**src/rtl/blob_pkg.sv**
```systemverilog
// Shared constants and types for the compressed-struct ESI receive path.
// Includes the channel message layout and the unpacker FSM state encoding.
package blob_pkg;

  localparam int BLOB_W     = 256;
  localparam int CHUNK_W    = 8;
  localparam int LEVEL_W    = 4;
  localparam int NUM_CHUNKS = BLOB_W / CHUNK_W;

  localparam logic [CHUNK_W-1:0] KEY = 8'hA5;

  typedef enum logic [0:0] {
    IDLE = 1'b0,
    SEND = 1'b1
  } state_e;

  // Field order matches the channel struct: encrypted is the MSB.
  typedef struct packed {
    logic               encrypted;
    logic [LEVEL_W-1:0] compressionLevel;
    logic [BLOB_W-1:0]  blob;
  } compressed_t;

endpackage

```
**src/rtl/blob_unpacker.sv**
```systemverilog
// Serializes one compressed-struct message into CHUNK_W-bit words, LSB chunk first.
// Define BLOB_UNPACKER_DISPLAY_EN to print each accepted message and each emitted chunk.
module blob_unpacker
  import blob_pkg::*;
#(
  parameter int                 BLOB_W  = blob_pkg::BLOB_W,
  parameter int                 CHUNK_W = blob_pkg::CHUNK_W,
  parameter int                 LEVEL_W = blob_pkg::LEVEL_W,
  parameter logic [CHUNK_W-1:0] KEY     = blob_pkg::KEY
) (
  input  logic               clk,
  input  logic               rstn,
  input  logic               in_valid,
  output logic               in_ready,
  input  logic               in_encrypted,
  input  logic [LEVEL_W-1:0] in_level,
  input  logic [BLOB_W-1:0]  in_blob,
  output logic               out_valid,
  input  logic               out_ready,
  output logic [CHUNK_W-1:0] out_data,
  output logic               out_last,
  output logic [15:0]        msg_count,
  output logic [31:0]        chunk_count
);

  localparam int N_CHUNKS = BLOB_W / CHUNK_W;
  localparam int IDX_W    = $clog2(N_CHUNKS);

  localparam logic [0:0] ST_IDLE = IDLE;
  localparam logic [0:0] ST_SEND = SEND;

  logic [0:0]         state;
  logic [BLOB_W-1:0]  shreg;
  logic [IDX_W-1:0]   idx;
  logic               enc_q;
  logic [LEVEL_W-1:0] lvl_q;
  logic               accept;
  logic               fire;
  logic               rest_zero;

  assign in_ready  = rstn && (state == ST_IDLE);
  assign accept    = in_valid && in_ready;
  assign out_valid = (state == ST_SEND);
  assign fire      = out_valid && out_ready;
  assign out_data  = shreg[CHUNK_W-1:0] ^ (enc_q ? KEY : '0);

  // A non-zero level ends the message early once everything above this chunk is zero.
  assign rest_zero = ((shreg >> CHUNK_W) == '0);
  assign out_last  = out_valid &&
                     ((idx == IDX_W'(N_CHUNKS - 1)) || ((lvl_q != '0) && rest_zero));

  always_ff @(posedge clk) begin
    if (!rstn) begin
      state       <= ST_IDLE;
      shreg       <= '0;
      idx         <= '0;
      enc_q       <= 1'b0;
      lvl_q       <= '0;
      msg_count   <= '0;
      chunk_count <= '0;
    end else begin
      case (state)
        ST_IDLE: begin
          if (accept) begin
            shreg <= in_blob;
            enc_q <= in_encrypted;
            lvl_q <= in_level;
            idx   <= '0;
            state <= ST_SEND;
          end
        end
        default: begin
          if (fire) begin
            chunk_count <= chunk_count + 32'd1;
            if (out_last) begin
              msg_count <= msg_count + 16'd1;
              state     <= ST_IDLE;
            end else begin
              shreg <= shreg >> CHUNK_W;
              idx   <= idx + 1'b1;
            end
          end
        end
      endcase
    end
  end

`ifdef BLOB_UNPACKER_DISPLAY_EN
  always_ff @(posedge clk) begin
    if (rstn && fire) begin
      $display("Chunk: %3d Data: %h Last: %b", idx, out_data, out_last);
    end
    if (accept) begin
      $display("Msg: enc=%b lvl=%0d", in_encrypted, in_level);
    end
  end
`else
  // Silent build: no simulation messages.
`endif

endmodule

```
**config.mk**
```make
export PLATFORM = sky130hd
export DESIGN_NAME = blob_unpacker
export DESIGN_NICKNAME = d
export VERILOG_FILES = /design/src/rtl/blob_pkg.sv /design/src/rtl/blob_unpacker.sv
export SDC_FILE = /design/constraint.sdc
export NUM_CORES = 1
export LEC_CHECK = 0
export ABC_CLOCK_PERIOD_IN_PS = 2150
export CAP_MARGIN = 40
export CORE_ASPECT_RATIO = 1.75
export CORE_MARGIN = 10
export CORE_UTILIZATION = 40
export CTS_BUF_LIST = sky130_fd_sc_hd__clkbuf_8
export DETAILED_ROUTE_END_ITERATION = 8
export GPL_TIMING_DRIVEN = 0
export PLACE_DENSITY_LB_ADDON = 0.15
export SLEW_MARGIN = 15
export SYNTH_ARGS = -nofsm -noshare
export SYNTH_HDL_FRONTEND = slang
export SYNTH_SLANG_ARGS = --single-unit
```
**constraint.sdc**
```tcl
create_clock -name clk -period 2.15 [get_ports clk]
set_clock_uncertainty 0.15 [all_clocks]
set_input_delay 0.3225 -clock clk [delete_from_list [all_inputs] [get_ports clk]]
set_output_delay 0.3225 -clock clk [all_outputs]
set_load 0.01 [all_outputs]
```
==> flow_summary_export.csv <==
group,metric,value,unit
finish,seq_area,0.00634,mm^2
synth,syn_nets,2066,
drt,wire_per_inst,20.0,um
synth,synth.area.top_cells,"sky130_fd_sc_hd__dfxtp_1 (39%), sky130_fd_sc_hd__mux2_2 (17%), sky130_fd_sc_hd__mux2i_1 (16%), sky130_fd_sc_hd__nand2_1 (12%), sky130_fd_sc_hd__nor4_1 (2.5%)",
synth,synth_sequential_area_ratio,38.6,%
drt,remaining_drc_errors,0,
min_path,min-delay-path-class,"input pin to flip-flop",
clock_network,numClockSinks,315,
timing,drv_slew,0,
finish,area_of_the_multi_input_gates,0.00984,mm^2
worst_setup_path,worstSetupPathType,"flip-flop to primary output",
drt,wirelength,56600,um
synth,synth.cell_area,0.0163,mm^2
timing,maximum_achievable_frequency,328,MHz
drt,firstDrtPassIters,5,
timing,unrepaired_setup_endpoints_after_global_routing,"true",
finish,stdcell_count,2827,
floorplan,die_height,287,um
grt,grt_start_max_net_pins,14,
synth,yosysTopAreaCell,"sky130_fd_sc_hd__dfxtp_1",
power_and_ir_drop,power_density,641,mW/mm^2
drt,postRouteAntennaNets,0,
grt,global_route_wire_length_before_repair,86100,um
status,run_status,"finished, violations left",
power_and_ir_drop,max-vdd-ir-drop,0.413,mV
clock_network,root_buffer,"sky130_fd_sc_hd__clkbuf_8",
clock_network,clock_path_buffers,3,
synth,synth_seq_cells,315,
status,violations,"negative setup slack",
clock_network,clkSlewWorstSetupHoldPaths,0.07,ns
worst_setup_path,cp_max_fo,3,
worst_setup_path,critical_path_required,1.68,ns
power_and_ir_drop,leakage,9.86,nW
timing,layout_setup_ws,-0.895,ns
timing,setup_viol,280,
floorplan,row_count,98,
floorplan,core-area,0.0406,mm^2
clock_network,numCtsBuffers,50,
synth,synth_enable_flop_cells,0,
drt,viasPerCell,5.16,
clock_network,clock_insertion_delay_worst_skew,0.60,ns
placement,port_buffers,323,
drt,met3RoutedLength,3000,um
synth,synth_common_cells,"sky130_fd_sc_hd__nand2_1 (526), sky130_fd_sc_hd__dfxtp_1 (315), sky130_fd_sc_hd__mux2i_1 (257)",
grt,globalRoute.totalOverflow,0,
finish,final_net_count,2506,
timing,layout_worst_path_cycle_share,142,%
drt,routed.top_layer,"met5",
floorplan,full_die_area,0.0497,mm^2
synth,postSynthCellCount,1797,
placement,placed_cells_incl_taps,2672,
floorplan,die_x,173,um
clock_network,clock_tree.htree_level_count,2,
finish,layout-drive-gt1-share,22.8,%
placement,place.gp.congestion,0.860,
grt,total_track_usage,21.5,%
drt,dr_total_vias,14600,
synth,synth_async_sr_flop_share,0,%
synth,yosys_warnings,0,
drt,route.layer.met1.wl,20400,um
synth,netlist-cell-type-count,40,
worst_setup_path,crit_path_start_kind,"flip-flop",
finish,syn_to_layout_area_delta,43.4,%
drt,met2_length,31000,um
synth,yosysMostFrequentCell,"sky130_fd_sc_hd__nand2_1",
synth,synth_largest_type_area_fraction,38.6,%
clock_network,tritoncts_clock_tree,"built",
worst_setup_path,arrival,2.57,ns
grt,grt_antenna_before_repair,14,
run,max_cap_viol_count,0,
timing,timing.slew.headroom,47.7,%
floorplan,boundaryPins,324,
drt,detailedRoute.firstIterationViolations,578,
grt,first_global_vias,15600,
timing,slew_of_the_pin_with_the_lowest_slew_margin,0.784,ns
synth,ys.flop_type,"sky130_fd_sc_hd__dfxtp_1",
floorplan,starting_utilization_of_the_core_area,40.3,%
worst_setup_path,cp-end-kind,"primary output",
timing,finalSetupTns,-211.78,ns
timing,finalCriticalPeriod,3.04,ns
timing,final_hold_viol_count,0,
finish,fillCellCount,3566,
synth,syn-mean-instance-area,9.10,um^2
placement,hpwlAfterDp,42000,um
## cell usage in the layout (no fill, tap or decap), types with 5 or more instances in the layout
| cell type | instances |
|---|---|
| sky130_fd_sc_hd__nand3_1 | 13 |
| sky130_fd_sc_hd__clkbuf_1 | 88 |
| sky130_fd_sc_hd__xor2_1 | 14 |
| sky130_fd_sc_hd__mux2_2 | 248 |
| sky130_fd_sc_hd__clkdlybuf4s50_1 | 316 |
| sky130_fd_sc_hd__buf_8 | 5 |
| sky130_fd_sc_hd__nor4_1 | 30 |
| sky130_fd_sc_hd__o31ai_1 | 8 |
| sky130_fd_sc_hd__or3_1 | 15 |
| sky130_fd_sc_hd__nor2_1 | 30 |
| sky130_fd_sc_hd__clkbuf_16 | 12 |
| sky130_fd_sc_hd__clkbuf_8 | 60 |
| sky130_fd_sc_hd__inv_1 | 27 |
| sky130_fd_sc_hd__nand4b_1 | 9 |
| sky130_fd_sc_hd__mux2i_1 | 254 |
| sky130_fd_sc_hd__a21oi_2 | 5 |
| sky130_fd_sc_hd__nor4_4 | 19 |
| sky130_fd_sc_hd__a21oi_1 | 22 |
| sky130_fd_sc_hd__buf_12 | 42 |
| sky130_fd_sc_hd__and3_1 | 8 |
| sky130_fd_sc_hd__buf_6 | 6 |
| sky130_fd_sc_hd__nor4_2 | 20 |
| sky130_fd_sc_hd__o21ai_0 | 12 |
| sky130_fd_sc_hd__clkinv_2 | 5 |
| sky130_fd_sc_hd__dlymetal6s2s_1 | 5 |
| sky130_fd_sc_hd__diode_2 | 5 |
| sky130_fd_sc_hd__or4_1 | 10 |
| sky130_fd_sc_hd__nand4_1 | 28 |
| sky130_fd_sc_hd__o21ai_2 | 5 |
| sky130_fd_sc_hd__buf_4 | 23 |
| sky130_fd_sc_hd__dfxtp_2 | 17 |
| sky130_fd_sc_hd__xnor2_1 | 13 |
| sky130_fd_sc_hd__buf_16 | 18 |
| sky130_fd_sc_hd__dfxtp_1 | 294 |
| sky130_fd_sc_hd__nand2_1 | 525 |
## final timing paths
| check | cells past startpoint | from | to | slack (ns) |
|---|---|---|---|---|
| max | 7 | shreg[104]$_SDFFE_PN0P_ | out_last | -0.89 |
| min | 3 | in_blob[251] | shreg[251]$_SDFFE_PN0P_ | 0.19 |
| max reg2reg | 12 | shreg[104]$_SDFFE_PN0P_ | shreg[66]$_SDFFE_PN0P_ | -0.85 |
| min reg2reg | 2 | shreg[6]$_SDFFE_PN0P_ | shreg[6]$_SDFFE_PN0P_ | 0.31 |
## stage by stage
stage	total power (W)	worst slack, ns	area, um^2	utilization, %	hold slack (ns)
after floorplan	0.00813	-0.174	16500	-	0.288
after global placement	0.00920	-1.51	20400	50.2	0.300
after detailed placement	0.00923	-1.26	20400	50.3	0.305
after CTS	0.0150	-0.900	22800	56.2	0.147
after global routing	0.0156	-0.993	23500	57.8	0.181
final	0.0150	-0.895	23500	57.8	0.192
## worst max-delay path, stage by stage (launching register included)
cell                      delay (ns)
sky130_fd_sc_hd__dfxtp_1        0.34
sky130_fd_sc_hd__nor4_1         0.34
sky130_fd_sc_hd__nand4_1        0.24
sky130_fd_sc_hd__nor4_4         0.43
sky130_fd_sc_hd__buf_4          0.18
sky130_fd_sc_hd__a41o_4         0.21
sky130_fd_sc_hd__and2_4         0.15
sky130_fd_sc_hd__buf_6          0.09
## cell families after synthesis
group | synth area share, %
and+or+nand+nor | 19.9
muxes | 32.8
DFF | 38.6
buffers and inverters | 4.58
AOI/OAI and AO/OA | 2.40
xor gates and xnor gates | 1.45
adders and majority gates | 0.306
## per-layer routing
| layer | vias to the layer above | global-route usage [%] |
|---|---|---|
| met1 | 6960 | 20.9 |
| met5 | - | 0 |
| met3 | 120 | 5.40 |
| met2 | 367 | 41.9 |
| li1 | 7135 | - |
| met4 | 18 | 8.89 |
## repair_timing
item	CTS	global route
gates resized for setup	119	115
gates cloned	22	10
hold buffers	0	0
endpoints found under the setup margin	313	314
setup buffers	19	20
pin swaps	15	31
## state kept, by name (all words and copies together), names as in the netlist
register,cells
shreg,256
chunk_count,32
msg_count,16
idx,5
lvl_q,4
enc_q,1
out_valid,1
## cell type report
class | instances | share of cell area [%]
repair buffers | 391 | 19.3
clock buffers | 59 | 3.46
flip-flops and latches | 315 | 27.0
clock inverters | 28 | 0.742
plain buffers | 132 | 4.39
multi-input cells | 1338 | 41.9
diodes | 5 | 0.0534
well taps | 550 | 2.93
inverters | 9 | 0.144
## where the power goes
group,total (W),switching (W),internal (W)
combinational,0.00331,0.00137,0.00194
clock,0.00524,0.00251,0.00273
sequential,0.00648,0.000325,0.00615
No activity file was read; power rests on OpenSTA's default activity.
